### src/rtl/arm_pkg.sv
// rtl/arm_pkg.sv - shared opcode, condition and flag constants for the ARM-subset datapath
package arm_pkg;

  // Data-processing opcodes (ARM encoding order)
  localparam logic [4:0] OP_AND    = 5'd0;
  localparam logic [4:0] OP_EOR    = 5'd1;
  localparam logic [4:0] OP_SUB    = 5'd2;
  localparam logic [4:0] OP_RSB    = 5'd3;
  localparam logic [4:0] OP_ADD    = 5'd4;
  localparam logic [4:0] OP_ADC    = 5'd5;
  localparam logic [4:0] OP_SBC    = 5'd6;
  localparam logic [4:0] OP_RSC    = 5'd7;
  localparam logic [4:0] OP_TST    = 5'd8;
  localparam logic [4:0] OP_TEQ    = 5'd9;
  localparam logic [4:0] OP_CMP    = 5'd10;
  localparam logic [4:0] OP_CMN    = 5'd11;
  localparam logic [4:0] OP_ORR    = 5'd12;
  localparam logic [4:0] OP_MOV    = 5'd13;
  localparam logic [4:0] OP_BIC    = 5'd14;
  localparam logic [4:0] OP_MVN    = 5'd15;

  // Address-arithmetic opcodes; these never touch the flags
  localparam logic [4:0] OP_PASSB  = 5'd16;
  localparam logic [4:0] OP_SUBAB  = 5'd17;
  localparam logic [4:0] OP_INCB4  = 5'd18;
  localparam logic [4:0] OP_ADDAB  = 5'd19;
  localparam logic [4:0] OP_PASSA  = 5'd20;
  localparam logic [4:0] OP_INCB4M = 5'd21;
  localparam logic [4:0] OP_DECB4  = 5'd22;
  localparam logic [4:0] OP_INCA4  = 5'd23;

  // Condition field codes
  localparam logic [3:0] COND_EQ = 4'd0;
  localparam logic [3:0] COND_NE = 4'd1;
  localparam logic [3:0] COND_CS = 4'd2;
  localparam logic [3:0] COND_CC = 4'd3;
  localparam logic [3:0] COND_MI = 4'd4;
  localparam logic [3:0] COND_PL = 4'd5;
  localparam logic [3:0] COND_VS = 4'd6;
  localparam logic [3:0] COND_VC = 4'd7;
  localparam logic [3:0] COND_HI = 4'd8;
  localparam logic [3:0] COND_LS = 4'd9;
  localparam logic [3:0] COND_GE = 4'd10;
  localparam logic [3:0] COND_LT = 4'd11;
  localparam logic [3:0] COND_GT = 4'd12;
  localparam logic [3:0] COND_LE = 4'd13;
  localparam logic [3:0] COND_AL = 4'd14;

  // Bit positions inside the {C,Z,V,N} flag vector
  localparam int FLG_C = 3;
  localparam int FLG_Z = 2;
  localparam int FLG_V = 1;
  localparam int FLG_N = 0;

endpackage

### src/rtl/reg32_en.sv
// rtl/reg32_en.sv - 32-bit load-enabled register with asynchronous active-low clear
module reg32_en (
  input  logic        i_clk,
  input  logic        i_rst_n,
  input  logic        i_en,
  input  logic [31:0] i_d,
  output logic [31:0] o_q
);

  logic [31:0] r_q;

  // Capture on enabled rising edge; clear immediately when reset drops
  always_ff @(posedge i_clk or negedge i_rst_n) begin
    if (!i_rst_n) begin
      r_q <= 32'h0000_0000;
    end else if (i_en) begin
      r_q <= i_d;
    end
  end

  assign o_q = r_q;

endmodule

### src/rtl/alu_exec_unit.sv
// rtl/alu_exec_unit.sv - ALU, condition tester and result register of the execution core
module alu_exec_unit
  import arm_pkg::*;
(
  input  logic        CLK,
  input  logic        RESET,
  input  logic [31:0] A,
  input  logic [31:0] B,
  input  logic        CIN,
  input  logic [4:0]  OP,
  input  logic [3:0]  FLAGS_IN,
  input  logic [3:0]  COND,
  input  logic        LD,
  output logic [31:0] ALU_OUT,
  output logic [3:0]  FLAGS,
  output logic        COND_TRUE,
  output logic [31:0] REG_Q
);

  // Effective adder operands; every arithmetic op is x + y + c
  logic [31:0] w_x;
  logic [31:0] w_y;
  logic        w_c;
  logic        w_arith;
  logic        w_ext;
  logic [31:0] w_other;
  logic [32:0] w_sum;
  logic [31:0] w_t;

  // Decode opcode into adder operands, or a non-adder result
  always_comb begin
    w_x     = A;
    w_y     = B;
    w_c     = 1'b0;
    w_arith = 1'b0;
    w_ext   = 1'b0;
    w_other = 32'h0000_0000;
    case (OP)
      OP_AND, OP_TST: w_other = A & B;
      OP_EOR, OP_TEQ: w_other = A ^ B;
      OP_SUB, OP_CMP: begin
        w_arith = 1'b1;
        w_y     = ~B;
        w_c     = 1'b1;
      end
      OP_RSB: begin
        w_arith = 1'b1;
        w_x     = B;
        w_y     = ~A;
        w_c     = 1'b1;
      end
      OP_ADD, OP_CMN: w_arith = 1'b1;
      OP_ADC: begin
        w_arith = 1'b1;
        w_c     = CIN;
      end
      OP_SBC: begin
        w_arith = 1'b1;
        w_y     = ~B;
        w_c     = CIN;
      end
      OP_RSC: begin
        w_arith = 1'b1;
        w_x     = B;
        w_y     = ~A;
        w_c     = CIN;
      end
      OP_ORR: w_other = A | B;
      OP_MOV: w_other = B;
      OP_BIC: w_other = A & ~B;
      OP_MVN: w_other = ~B;
      OP_PASSB: begin
        w_ext   = 1'b1;
        w_other = B;
      end
      OP_SUBAB: begin
        w_ext   = 1'b1;
        w_other = A - B;
      end
      OP_INCB4, OP_INCB4M: begin
        w_ext   = 1'b1;
        w_other = B + 32'd4;
      end
      OP_ADDAB: begin
        w_ext   = 1'b1;
        w_other = A + B;
      end
      OP_PASSA: begin
        w_ext   = 1'b1;
        w_other = A;
      end
      OP_DECB4: begin
        w_ext   = 1'b1;
        w_other = B - 32'd4;
      end
      OP_INCA4: begin
        w_ext   = 1'b1;
        w_other = A + 32'd4;
      end
      default: begin
        w_ext   = 1'b1;
        w_other = 32'h0000_0000;
      end
    endcase
  end

  // 33-bit sum so bit 32 carries out as C (not-borrow for subtracts)
  assign w_sum = {1'b0, w_x} + {1'b0, w_y} + {32'h0000_0000, w_c};
  assign w_t   = w_arith ? w_sum[31:0] : w_other;

  assign ALU_OUT = w_t;

  // Flag generation: address ops pass flags through, logic ops keep V and take C from CIN
  always_comb begin
    FLAGS = FLAGS_IN;
    if (!w_ext) begin
      FLAGS[FLG_Z] = (w_t == 32'h0000_0000);
      FLAGS[FLG_N] = w_t[31];
      if (w_arith) begin
        FLAGS[FLG_C] = w_sum[32];
        FLAGS[FLG_V] = (w_x[31] == w_y[31]) && (w_t[31] != w_x[31]);
      end else begin
        FLAGS[FLG_C] = CIN;
        FLAGS[FLG_V] = FLAGS_IN[FLG_V];
      end
    end
  end

  // Condition test against the current (incoming) flags
  always_comb begin
    COND_TRUE = 1'b1;
    case (COND)
      COND_EQ: COND_TRUE = FLAGS_IN[FLG_Z];
      COND_NE: COND_TRUE = !FLAGS_IN[FLG_Z];
      COND_CS: COND_TRUE = FLAGS_IN[FLG_C];
      COND_CC: COND_TRUE = !FLAGS_IN[FLG_C];
      COND_MI: COND_TRUE = FLAGS_IN[FLG_N];
      COND_PL: COND_TRUE = !FLAGS_IN[FLG_N];
      COND_VS: COND_TRUE = FLAGS_IN[FLG_V];
      COND_VC: COND_TRUE = !FLAGS_IN[FLG_V];
      COND_HI: COND_TRUE = FLAGS_IN[FLG_C] && !FLAGS_IN[FLG_Z];
      COND_LS: COND_TRUE = !FLAGS_IN[FLG_C] || FLAGS_IN[FLG_Z];
      COND_GE: COND_TRUE = (FLAGS_IN[FLG_N] == FLAGS_IN[FLG_V]);
      COND_LT: COND_TRUE = (FLAGS_IN[FLG_N] != FLAGS_IN[FLG_V]);
      COND_GT: COND_TRUE = !FLAGS_IN[FLG_Z] && (FLAGS_IN[FLG_N] == FLAGS_IN[FLG_V]);
      COND_LE: COND_TRUE = FLAGS_IN[FLG_Z] || (FLAGS_IN[FLG_N] != FLAGS_IN[FLG_V]);
      default: COND_TRUE = 1'b1;
    endcase
  end

  reg32_en u_result_reg (
    .i_clk   (CLK),
    .i_rst_n (RESET),
    .i_en    (LD),
    .i_d     (w_t),
    .o_q     (REG_Q)
  );

endmodule

### config.mk
export PLATFORM = sky130hd
export DESIGN_NAME = alu_exec_unit
export DESIGN_NICKNAME = d
export VERILOG_FILES = /design/src/rtl/arm_pkg.sv /design/src/rtl/reg32_en.sv /design/src/rtl/alu_exec_unit.sv
export SDC_FILE = /design/constraint.sdc
export NUM_CORES = 1
export LEC_CHECK = 0
export ABC_AREA = 1
export CAP_MARGIN = 10
export CORE_UTILIZATION = 35
export CTS_CLUSTER_DIAMETER = 30
export DETAILED_ROUTE_END_ITERATION = 6
export PLACE_DENSITY = 0.58
export SYNTH_ARGS = -nofsm -noshare
export SYNTH_HDL_FRONTEND = slang
export SYNTH_SLANG_ARGS = --single-unit
### constraint.sdc
create_clock -name CLK -period 5.1 [get_ports CLK]
set_clock_uncertainty 0.1 [all_clocks]
set_input_delay 0.765 -clock CLK [delete_from_list [all_inputs] [get_ports CLK]]
set_output_delay 0.765 -clock CLK [all_outputs]
set_load 0.01 [all_outputs]
* Word-level counts from Yosys, hierarchy flattened
Cells that the tools add are included.
** Cells by class
- $add $sub $neg :: 7
- Multiply operators :: 0
- Divide/modulo/power cells :: 0
- Magnitude comparators :: 0
- Equal/unequal tests :: 40
- Shift-type cells :: 0
- Mux-type cells :: 10
- Bitwise logic cells :: 6
- Reductions and logical operators :: 22
** Operators with widths (count)
- 32-bit one-hot mux with 12 select lines :: 1
- 32-bit by 3-bit adder with 32-bit output, second input constant :: 2
- 32-bit bitwise AND :: 2
- 32-bit 2-to-1 mux :: 2
- 32-bit NOT :: 2
- 32-bit one-hot mux with 2 select lines :: 1
- 5-bit by 4-bit == test with 1-bit output, second input constant :: 8
- 5-bit == test, second input constant :: 8
- 32-bit by 32-bit adder with 33-bit output :: 1
- 33-bit by 1-bit adder with 33-bit output :: 1
- 32-bit adder :: 1
- 32-bit zero test :: 1
- 32-bit OR :: 1
- 32-bit by 3-bit subtractor with 32-bit output, second input constant :: 1
- 32-bit subtractor :: 1
- 32-bit XOR :: 1
- 4-bit == test, second input constant :: 6
- 5-bit by 3-bit == test with 1-bit output, second input constant :: 4
- 4-bit by 3-bit == test with 1-bit output, second input constant :: 4
- 16-bit OR reduction :: 1
- 1-bit one-hot mux with 14 select lines :: 1
- 5-bit by 2-bit == test with 1-bit output, second input constant :: 2
- 2-bit OR reduction :: 5
- 3-bit OR reduction :: 3
- 14 further kinds :: 25
** Storage, ports and cells
- Register bits :: 32
- Latch bits :: 0
- Bits in writable memories :: 0
- Memory bits (read-only) :: 0
- Bits of input ports :: 81
- Output and inout port bits :: 69
- Word-level logic and storage cells :: 86
- Memories kept :: 0

* Depth between registers and ports, before layout
Gate-level depths: netlist of run 1.
- Depth after elaboration :: 10
- Depth in mapped cells :: 28
- Mapped depth without buffers :: 28

* Hierarchy
A second synthesis of run 1 with hierarchy kept.
** Second synthesis, totals
- Cells, all modules :: 2488
- Area total of the unflattened synthesis :: 12886.1 um^2
** By module, submodules not included
- alu_exec_unit :: instances 1, cells each 2352, area each 11593.6 um^2, sequential area each 0.0 um^2
- reg32_en :: instances 1, cells each 136, area each 1292.5 um^2, sequential area each 800.8 um^2

* Worst setup path before layout of run 1
Ideal clock, no wire load.
- Kind :: input to output
- Start :: input port OP[4]
- End :: output port FLAGS[2]
- Arrival :: 4462 ps
- Data required time :: 4235 ps
- Path slack :: -227 ps
- Stages :: 27
- Cells stage by stage :: buf_4 > buf_4 > nor3_1 > clkbuf_1 > clkinv_1 > clkbuf_1 > o221ai_1 > fa_1 > inv_1 > fa_1 > inv_1 > nand2_1 > o21ai_0 > nand2_1 > nand2_1 > nand2_1 > nand2_1 > nand2_1 > nand2_1 > nand2_1 > nand3_1 > nand3_1 > nor2_1 > nand2_1 > nor2_1 > nand4_1 > nand2_1
** Between the ends
- Word-level cells in the longest chain between the ends :: 8
- Elaborated cells on any way between the ends :: 44
- Those cells by class :: 2 x add/sub; 23 x eq/ne; 7 x mux; 12 x reduce/logical
** Ends and longest elaborated chain
- start, declared :: RTL line alu_exec_unit.sv:10 : input logic [4:0] OP,
- 5-bit by 3-bit == test with 1-bit output (tied with other cells) :: RTL line alu_exec_unit.sv:38 : case (OP)
- 3-bit OR reduction (no source line) or 2-bit OR reduction (tied branches)
- 32-bit one-hot mux with 2 select lines or 32-bit 2-to-1 mux (tied branches) :: RTL line alu_exec_unit.sv:38
- 32-bit by 32-bit adder with 33-bit output :: RTL line alu_exec_unit.sv:108 : assign w_sum = {1'b0, w_x} + {1'b0, w_y} + {32'h0000_0000, w_c};
- 33-bit by 1-bit adder with 33-bit output :: RTL line alu_exec_unit.sv:108
- 32-bit 2-to-1 mux * :: RTL line alu_exec_unit.sv:109 : assign w_t = w_arith ? w_sum[31:0] : w_other;
- named net ALU_OUT[18] :: RTL line alu_exec_unit.sv:14 : output logic [31:0] ALU_OUT,
- 32-bit zero test * :: RTL line alu_exec_unit.sv:117 : FLAGS[FLG_Z] = (w_t == 32'h0000_0000);
- 4-bit 2-to-1 mux * :: RTL line alu_exec_unit.sv:116 : if (!w_ext) begin
- end, declared :: RTL line alu_exec_unit.sv:15 : output logic [3:0] FLAGS,
Mark *: on every way through the listed nets, which the timed path passes. The rest lies on a longest branch.

* Worst setup path in the final report of run 1
- Start :: input port OP[0]
- End :: output port FLAGS[2]
** Between the ends
- Word-level cells in the longest chain between the ends :: 8
- Elaborated cells on any way between the ends :: 44
- Those cells by class :: 2 x add/sub; 23 x eq/ne; 7 x mux; 12 x reduce/logical
** Ends and longest elaborated chain (RTL line)
- 5-bit by 3-bit == test with 1-bit output (tied with other cells) :: alu_exec_unit.sv:38
- 3-bit OR reduction (no source line) or 2-bit OR reduction (tied branches)
- 32-bit one-hot mux with 2 select lines or 32-bit 2-to-1 mux (tied branches) :: alu_exec_unit.sv:38
- 32-bit by 32-bit adder with 33-bit output :: alu_exec_unit.sv:108
- 33-bit by 1-bit adder with 33-bit output :: alu_exec_unit.sv:108
- 32-bit 2-to-1 mux :: alu_exec_unit.sv:109
- 32-bit zero test :: alu_exec_unit.sv:117
- 4-bit 2-to-1 mux * :: alu_exec_unit.sv:116
Every way passes the cells marked *; elsewhere a longest branch is shown, timed or not.

==> results of run 1 <==
[placed cells by master (no fill, tap or decap), types with 6 or more instances in the layout]
| cell type | n |
|---|---|
| nand2_2 | 96 |
| nor2_4 | 63 |
| clkbuf_2 | 8 |
| inv_1 | 258 |
| buf_6 | 53 |
| inv_2 | 40 |
| o211ai_1 | 20 |
| nand3b_1 | 11 |
| nor2_1 | 196 |
| o21bai_1 | 6 |
| o21ai_2 | 16 |
| nand4_1 | 48 |
| nor3_2 | 8 |
| buf_12 | 19 |
| o221ai_2 | 12 |
| ha_1 | 92 |
| o21ai_0 | 114 |
| dlymetal6s2s_1 | 9 |
| dfrtp_1 | 32 |
| o21ai_1 | 26 |
| buf_2 | 11 |
| nand3_1 | 185 |
| o221ai_1 | 17 |
| or2_2 | 6 |
| xor2_1 | 37 |
| nor2_2 | 70 |
| nand3_4 | 12 |
| dlygate4sd2_1 | 15 |
| nand2_4 | 35 |
| nand2_1 | 776 |
| buf_4 | 715 |
| ha_4 | 15 |
| a21oi_4 | 10 |
| a21oi_1 | 65 |
| nand3_2 | 41 |
| nor3_4 | 6 |
| a21oi_2 | 46 |
| clkinv_1 | 8 |
| nor3_1 | 7 |
| clkdlybuf4s50_1 | 89 |
[layer usage]
metal	vias up	share of wire, %	track usage, %
met5	-	0	0
met4	0	5.5	17.5
met3	220	7.9	5.15
met2	976	45	62.2
met1	9670	42	50.8
li1	9854	-	-
[kinds of logic (layout without fill, tap and decap cells)]
kind of cell | after synthesis | in the layout | share of synthesized area [%]
xor+xnor | 44 | 44 | 2.99
compound gates | 359 | 359 | 15.8
flops | 32 | 32 | 6.21
buf+inv | 399 | 1252 | 12.3
fa+ha+maj | 112 | 112 | 11.0
simple gates | 1570 | 1570 | 51.6
[cell type report]
| type | instances | area (um2) |
|---|---|---|
| inverter | 313 | 1200 |
| clock inverter | 3 | 42.5 |
| sequential | 32 | 801 |
| fill | 3400 | 12700 |
| tap | 461 | 577 |
| clock buffer | 5 | 125 |
| multi-input combinational | 2085 | 12700 |
| timing repair buffer | 931 | 7740 |
[per-stage QoR]
step	total power [mW]	hold slack, ps	util, %	instances
2_1_floorplan	1.31	369	-	2516
3_3_place_gp	2.55	361	54.6	3687
3_5_place_dp	2.57	365	54.6	3687
4_1_cts	3.11	380	60.4	3795
5_1_grt	3.62	403	64.6	3830
6_report	3.41	381	64.6	3830
[how the worst min path moves through the flow]
stage	start	endpoint	slack, ps	depth (start not counted)
after floorplan	RESET	u_result_reg.o_q[0]$_DFFE_PN0P_	370	0
after global placement	u_result_reg.o_q[28]$_DFFE_PN0P_	u_result_reg.o_q[28]$_DFFE_PN0P_	360	2
after detailed placement	u_result_reg.o_q[30]$_DFFE_PN0P_	u_result_reg.o_q[30]$_DFFE_PN0P_	360	2
after CTS	u_result_reg.o_q[28]$_DFFE_PN0P_	u_result_reg.o_q[28]$_DFFE_PN0P_	380	2
after global routing	u_result_reg.o_q[15]$_DFFE_PN0P_	u_result_reg.o_q[15]$_DFFE_PN0P_	400	2
final	u_result_reg.o_q[30]$_DFFE_PN0P_	u_result_reg.o_q[30]$_DFFE_PN0P_	380	2
[worst register-to-register path: stages, from the launching register on]
cell	delay [ps]
dfrtp_1	380
nand2_1	60
o21ai_0	100
[what timing repair did]
action	4_1_cts	5_1_grt
gates resized for setup	471	358
pin swaps	152	200
endpoints found under the setup margin	34	30
setup buffers	100	36
gates cloned	1	0
[power by group]
part	switching, mW	internal (mW)	leakage [nW]
clock network	0.120	0.229	0.0798
logic	1.48	1.26	11.4
registers	0.0262	0.300	0.407
total	1.62	1.79	11.9
==> summary.txt, run 1 <==
Run status
  • Status: finished, violations left
  • Failing checks: setup timing

Worst setup path
  • FF-to-FF setup slack: roughly 4300 ps
  • CP endpoint: FLAGS[2]
  • Arrival @ worst endpoint: about 4500 ps
  • Worst Setup SP: OP[0]
  • Startpoint type of the worst setup path: input pin
  • Worst r2r dst: u_result_reg.o_q[0]$_DFFE_PN0P_
  • WP buf/inv: 8
  • Crit-path most repeated cell: nor2_4
  • Crit-path slowest cell: ha_2
  • Critical Path Fanout Max: 11
  • Worst path depth: 27
  • CP peak stage delay: around 430 ps
  • Worst EP required: approximately 4200 ps
  • Critical path's top delay family: simple AND/OR/NAND/NOR gates
  • Kind of critical path: in -> out
  • CP Capture Type: output port
  • Launch point of the worst reg-to-reg path: u_result_reg.o_q[0]$_DFFE_PN0P_
  • Reg2Reg Depth: 2

Place
  • DP HPWL: 61100 um
  • Dpl ws: -1680 ps
  • Placed Instance Area: 19600 um2
  • GP Congestion: between 1 and 1.5
  • IO buf count: 149

Die
  • Starting Density: 35.9%
  • Core box area: 35900 um2
  • I/O pin total: 150
  • Die Outline Area: about 38000 um2
  • Die Wd: roughly 190 um
  • # rows: 69
  • Die H: 194 um

Synth
  • Flops & latches, synth: 32
  • Area of the mapped netlist: 12900 um2
  • Post-Synthesis Cells: 2516
  • Mapped Nets: 2709
  • Fraction of registers with async set/reset: between 90% and 100%
  • Synth top cells by count: 887 x nand2_1, 307 x nor2_1, 294 x inv_1
  • Ranking of synthesized cells by area: nand2_1 26%, ha_1 11%, nor2_1 8.9%
  • Yosys top cell area share: 25.8%
  • Synth cell types: between 40 and 50
  • Cell with the most instances after synthesis: nand2_1
  • Cell taking the most area after synthesis: nand2_1
  • Post-synth EDFFs: 0
  • Sequential cell area fraction in the yosys report: 6.21%
  • Top_reg_cell synth: dfrtp_1
  • Avg Inst Size Synth: 5.12 um2
  • Synth warn: 0

Routing
  • Number of remaining DRC errors: 0
  • Vias: 20700
  • Pre-Repair DR Iteration Count: 6
  • Final ANT Viol Nets: 0
  • Drt initial violations: 1834
  • Drt total wl: 75300 um
  • Via/cell ratio: roughly 5.4
  • Wire length per cell: 19.7 um

Clock network
  • Skew-Pair Late Insertion Delay: 290 ps
  • H-tree levels: 2
  • Clock root buffer: clkbuf_16
  • Bufs on Longest Clock Path: 2
  • Clock transition at the registers of the reported paths: 50 ps
  • TritonCTS buffer count: 5
  • # hold bufs at CTS: 0
  • CTS tree: yes
  • Sink Count: 32

Global routing
  • Vias in the first global route: 19700
  • First-pass GRT wire length: 112000 um
  • Grt total ovfl: 0
  • Largest net degree at the start of global routing: 39
  • Initial antenna violation count: 0
  • Tot GR Track Use: 38.5%

Power
  • Static leakage: 11.9 nW
  • Pwr Density: 147 nW/um2
  • VDD IR max: 0.196 mV

Flow run
  • Max cap viols: 0

Finish
  • Largest register FFs: 32
  • Antenna diode count: 0
  • Fin nets: roughly 3600
  • Layout cell share with drive strength beyond 1: 39.5%
  • Design Area, Final: 23200 um2
  • Area Growth Syn to Fin: 80.0%

STA
  • Setup-failing EPs final: 6
  • Final Hold Violating Endpoints: 0
  • Tcrit/Tclk final: 105%
  • F_max: 187 MHz
  • Final min period: 5330 ps
  • Slew Limit Fails: 0
  • Final WS setup: -233 ps
  • Slew headroom: 23.1%
  • RSZ-0062 raised after global routing: true
  • Setup TNS: -624 ps
  • Slew @ Worst Pin: 1150 ps

Hold path
  • Hold Path Class: reg -> reg
(Power assumes the default switching activity.)
==> run 2: changes to the inputs <==
--- a/config.mk
+++ b/config.mk
@@ -5,12 +5,11 @@
 export SDC_FILE = /design/constraint.sdc
 export NUM_CORES = 1
 export LEC_CHECK = 0
-export ABC_AREA = 1
 export CAP_MARGIN = 10
 export CORE_UTILIZATION = 35
-export CTS_CLUSTER_DIAMETER = 30
+export CTS_CLUSTER_DIAMETER = 80
 export DETAILED_ROUTE_END_ITERATION = 6
-export PLACE_DENSITY = 0.58
+export PLACE_DENSITY = 0.57
 export SYNTH_ARGS = -nofsm -noshare
 export SYNTH_HDL_FRONTEND = slang
 export SYNTH_SLANG_ARGS = --single-unit
==> constraint.sdc (replaced) <==
create_clock -name CLK -period 6.32 [get_ports CLK]
set_clock_uncertainty 0.1 [all_clocks]
set_input_delay 0.948 -clock CLK [delete_from_list [all_inputs] [get_ports CLK]]
set_output_delay 0.948 -clock CLK [all_outputs]
set_load 0.01 [all_outputs]
==> run 2 against run 1 <==
  * The flow still finishes with violations (setup timing)
  * Clock power fell by 29%
  * Total power down 25%
  * Sequential share of layout area increased by 0.65 points
  * Clock-buffer cell count rose by 1
  * Sequential power shrank 17%
  * Synthesized area shrank 11%
  * Critical path depth shrank 9
  * Via count is 17% lower
  * Register-to-register slack gained 1200 ps
  * Sequential cell count unchanged
  * Die area fell by 10%
  * Critical path type unchanged
  * Largest power group unchanged
==> summary.txt, run 2 <==
Die
  • I/O pin total: 150 (unchanged)
  • Starting Density: 35.5% (was 35.9%)
  • # rows: 66 (was 69)
  • Die Wd: 184 um (was 194 um)
  • Die H: 184 um (was 194 um)
  • Die Outline Area: 33700 um2 (was 37600 um2)
  • Core box area: 32500 um2 (was 35900 um2)

Finish
  • Fin nets: 2615 (was 3561)
  • Layout cell share with drive strength beyond 1: 38.9% (was 39.5%)
  • Non-filler instance count after layout: 2866 (was 3830)
  • Area Growth Syn to Fin: 69.6% (was 80.0%)
  • Most frequent cells in the layout: 676 x buf_4, 190 x nand2_1, 117 x clkdlybuf4s50_1 (was 776 x nand2_1, 715 x buf_4, 258 x inv_1)
  • Final core utilization: 60.3% (was 64.6%)
  • Commonest non-fill, non-tap cell in the layout: buf_4 (was nand2_1)
  • Largest register FFs: 32 (unchanged)

Worst setup path
  • Critical path's top delay family: simple AND/OR/NAND/NOR gates (unchanged)
  • Critical Path Fanout Max: 4 (was 11)
  • CP peak stage delay: 570 ps (was 430 ps)
  • Launch point of the worst reg-to-reg path: u_result_reg.o_q[18]$_DFFE_PN0P_ (was u_result_reg.o_q[0]$_DFFE_PN0P_)
  • Worst EP required: 5270 ps (was 4240 ps)
  • Critical path cell sequence: clkdlybuf4s50_1 -> or4_4 -> or4_4 -> nor4_4 -> a31oi_2 -> xnor2_1 -> ha_2 -> buf_4 -> nor4b_1 -> a2111oi_0 -> o21ai_1 -> a2111oi_2 -> buf_4 -> nand4_1 -> nor4_2 -> nand4_1 -> o41ai_2 -> buf_2
  • Arrival @ worst endpoint: 5520 ps (was 4470 ps)
  • CP Capture Type: output port (unchanged)
  • WP buf/inv: 4 (was 8)
  • Crit-path slowest cell: or4_4 (was ha_2)
  • Startpoint type of the worst setup path: input pin (unchanged)
  • Worst Setup SP: B[16] (was OP[0])
  • Kind of critical path: in -> out (unchanged)

Clock network
  • Clock root buffer: clkbuf_16 (unchanged)
  • TritonCTS buffer count: 5 (unchanged)
  • Sink Count: 32 (unchanged)
  • Clock transition at the registers of the reported paths: 50 ps (about the same)
  • H-tree levels: 2 (unchanged)
  • Bufs on Longest Clock Path: 2 (unchanged)
  • Skew-Pair Late Insertion Delay: 280 ps (was 290 ps)
  • CTS tree: yes (unchanged)
  • # hold bufs at CTS: 0 (unchanged)

Power
  • Part of the power in the clock network: 9.7% (was 10.2%)
  • Internal power: 1.40 mW (was 1.79 mW)
  • Sequential power share: 10.6% (was 9.6%)
  • Sw Pwr: 1.15 mW (was 1.62 mW)
  • Net Sw Frac: 45.2% (was 47.6%)
  • Gate power share: 79.7% (was 80.2%)
  • VDD IR max: 0.258 mV (was 0.196 mV)
  • Pwr Density: 130 nW/um2 (was 147 nW/um2)
  • Static leakage: 8.79 nW (was 11.9 nW)

Synth
  • Avg Inst Size Synth: 6.77 um2 (was 5.12 um2)
  • Top_reg_cell synth: dfrtp_1 (unchanged)
  • Cell taking the most area after synthesis: ha_1 (was nand2_1)
  • Synth warn: 0 (unchanged)
  • Post-Synthesis Cells: 1704 (was 2516)
  • Synth top cells by count: 194 x nand2_1, 132 x a21oi_1, 129 x o21ai_0 (was 887 x nand2_1, 307 x nor2_1, 294 x inv_1)
  • Synth cell types: 83 (was 47)
  • Flops & latches, synth: 32 (unchanged)
  • Post-synth EDFFs: 0 (unchanged)
  • Cell with the most instances after synthesis: nand2_1 (unchanged)
  • Ranking of synthesized cells by area: ha_1 12%, dfrtp_1 6.9%, nand2_1 6.3% (was nand2_1 26%, ha_1 11%, nor2_1 8.9%)
  • Yosys top cell area share: 11.8% (was 25.8%)
  • Area of the mapped netlist: 11500 um2 (was 12900 um2)
  • Sequential cell area fraction in the yosys report: 6.95% (was 6.21%)
  • Fraction of registers with async set/reset: 100% (unchanged)
  • Mapped Nets: 1897 (was 2709)

Routing
  • Wire length per cell: 24.5 um (was 19.7 um)
  • Number of remaining DRC errors: 0 (unchanged)
  • Vias: 17200 (was 20700)
  • Via/cell ratio: 6.00 (was 5.41)
  • Drt initial violations: 2361 (was 1834)
  • Drt total wl: 70100 um (was 75300 um)
  • Final ANT Viol Nets: 0 (unchanged)
  • Pre-Repair DR Iteration Count: 5 (was 6)

Run status
  • Failing checks: setup timing (unchanged)
  • Status: finished, violations left (unchanged)

STA
  • Final min period: around 6600 ps
  • RSZ-0062 raised after global routing: true (unchanged)
  • Slew @ Worst Pin: 1270 ps (was 1150 ps)
  • Tcrit/Tclk final: 104%
  • Slew Limit Fails: 0 (unchanged)
  • Setup-failing EPs final: 3 (was 6)
  • F_max: between 150 and 200 MHz
  • Final WS setup: -243 ps (was -233 ps)
  • Slew headroom: 13.0% (was 23.1%)
  • Final Hold Violating Endpoints: 0 (unchanged)

Global routing
  • Largest net degree at the start of global routing: 42 (was 39)
  • Initial antenna violation count: 3 (was 0)
  • First-pass GRT wire length: 103000 um (was 112000 um)
  • Vias in the first global route: 16300 (was 19700)
  • Tot GR Track Use: 40.8% (was 38.5%)
  • Grt total ovfl: 0 (unchanged)

Hold path
  • Hold Path Origin: u_result_reg.o_q[29]$_DFFE_PN0P_ (was u_result_reg.o_q[30]$_DFFE_PN0P_)
  • Hold Path Class: reg -> reg (unchanged)

Flow run
  • Max cap viols: 0 (unchanged)

Place
  • Placed Cells: 2798 (was 3687)
  • IO buf count: 149 (unchanged)
  • GP Congestion: 1.04 (was 1.03)
  • DP HPWL: 56500 um (was 61100 um)
## run 2: cell count changes in the layout (fill, tap and decap cells not counted), sizes merged, moves of 28 or more
cell / before / now
mux2i: 0 / 34
mux2: 0 / 28
o21ai: 159 / 130
nand2: 907 / 194
clkdlybuf4s50: 89 / 117
nand3: 238 / 53
buf: 801 / 699
a211oi: 0 / 36
xnor2: 2 / 79
inv: 303 / 75
nor2: 329 / 110
## run 2: cell families (layout without fill, tap and decap cells)
family | Yosys count | after routing | share of synthesized area, %
fa+ha+maj | 112 | 112 | 12.3
xor+xnor | 101 | 101 | 7.67
other cells | 0 | 1 | 0
simple gates | 613 | 613 | 26.9
mux | 63 | 63 | 5.88
flops | 32 | 32 | 6.95
compound gates | 568 | 568 | 33.0
buf+inv | 215 | 934 | 7.26
## run 2: path summary, 6_finish.rpt
path / to / depth (start not counted) / slack [ps]
max in group asynchronous: u_result_reg.o_q[0]$_DFFE_PN0P_ / 2 / 4880
worst max register to register: u_result_reg.o_q[18]$_DFFE_PN0P_ / 1 / 5460
worst min register to register: u_result_reg.o_q[29]$_DFFE_PN0P_ / 1 / 410
worst max-delay path: FLAGS[2] / 18 / -240
min in group asynchronous: u_result_reg.o_q[25]$_DFFE_PN0P_ / 2 / 950
worst min-delay path: u_result_reg.o_q[29]$_DFFE_PN0P_ / 1 / 410
## run 2: per-stage QoR
stage               setup TNS, ps  setup slack [ps]  hold slack [ps]  total power, mW  area [um2]
finish                       -339              -243              407             2.55       19600
global route                -1020              -362              419             2.68       19600
CTS                          -173             -87.8              407             2.46       19200
detailed placement          -8810             -1150              396             2.08       18000
global placement            -8730             -1160              390             2.07       18000
floorplan                       0              1.44              451             1.09       11800
## run 2: what timing repair did
item                                    CTS  global route
setup buffers                            43            16
endpoints found under the setup margin   21            18
cloned                                    1             0
pin swaps                               103            42
resized for setup                       181            88
## run 2: cell type report
class                           count  area (um2)
Multi-Input combinational cell   1457       10900
Tap cell                          442         553
Inverter                           83         312
Clock inverter                      2        10.0
Fill cell                        3087       12900
Timing Repair Buffer              843        6820
Antenna cell                        1        2.50
Sequential cell                    32         801
Clock buffer                        6         139
## run 2: power by group through the flow
stage / Sequential [mW] / Clock [mW] / Combinational, mW
after global placement: 0.271 / 0 / 1.80
after CTS: 0.271 / 0.258 / 1.93
after detailed placement: 0.273 / 0 / 1.80
after global routing: 0.276 / 0.261 / 2.15
after floorplan: 0.293 / 0 / 0.793
final: 0.270 / 0.247 / 2.03
## run 2: per-layer routing
metal  part of all wire, %  vias to the layer above  GRT usage (%)
li1                      -                     7843              -
met1                    46                     8186           60.4
met2                    38                     1055           55.5
met3                    14                      106           12.9
met4                   2.5                        4           11.1
met5                 0.033                        -              0
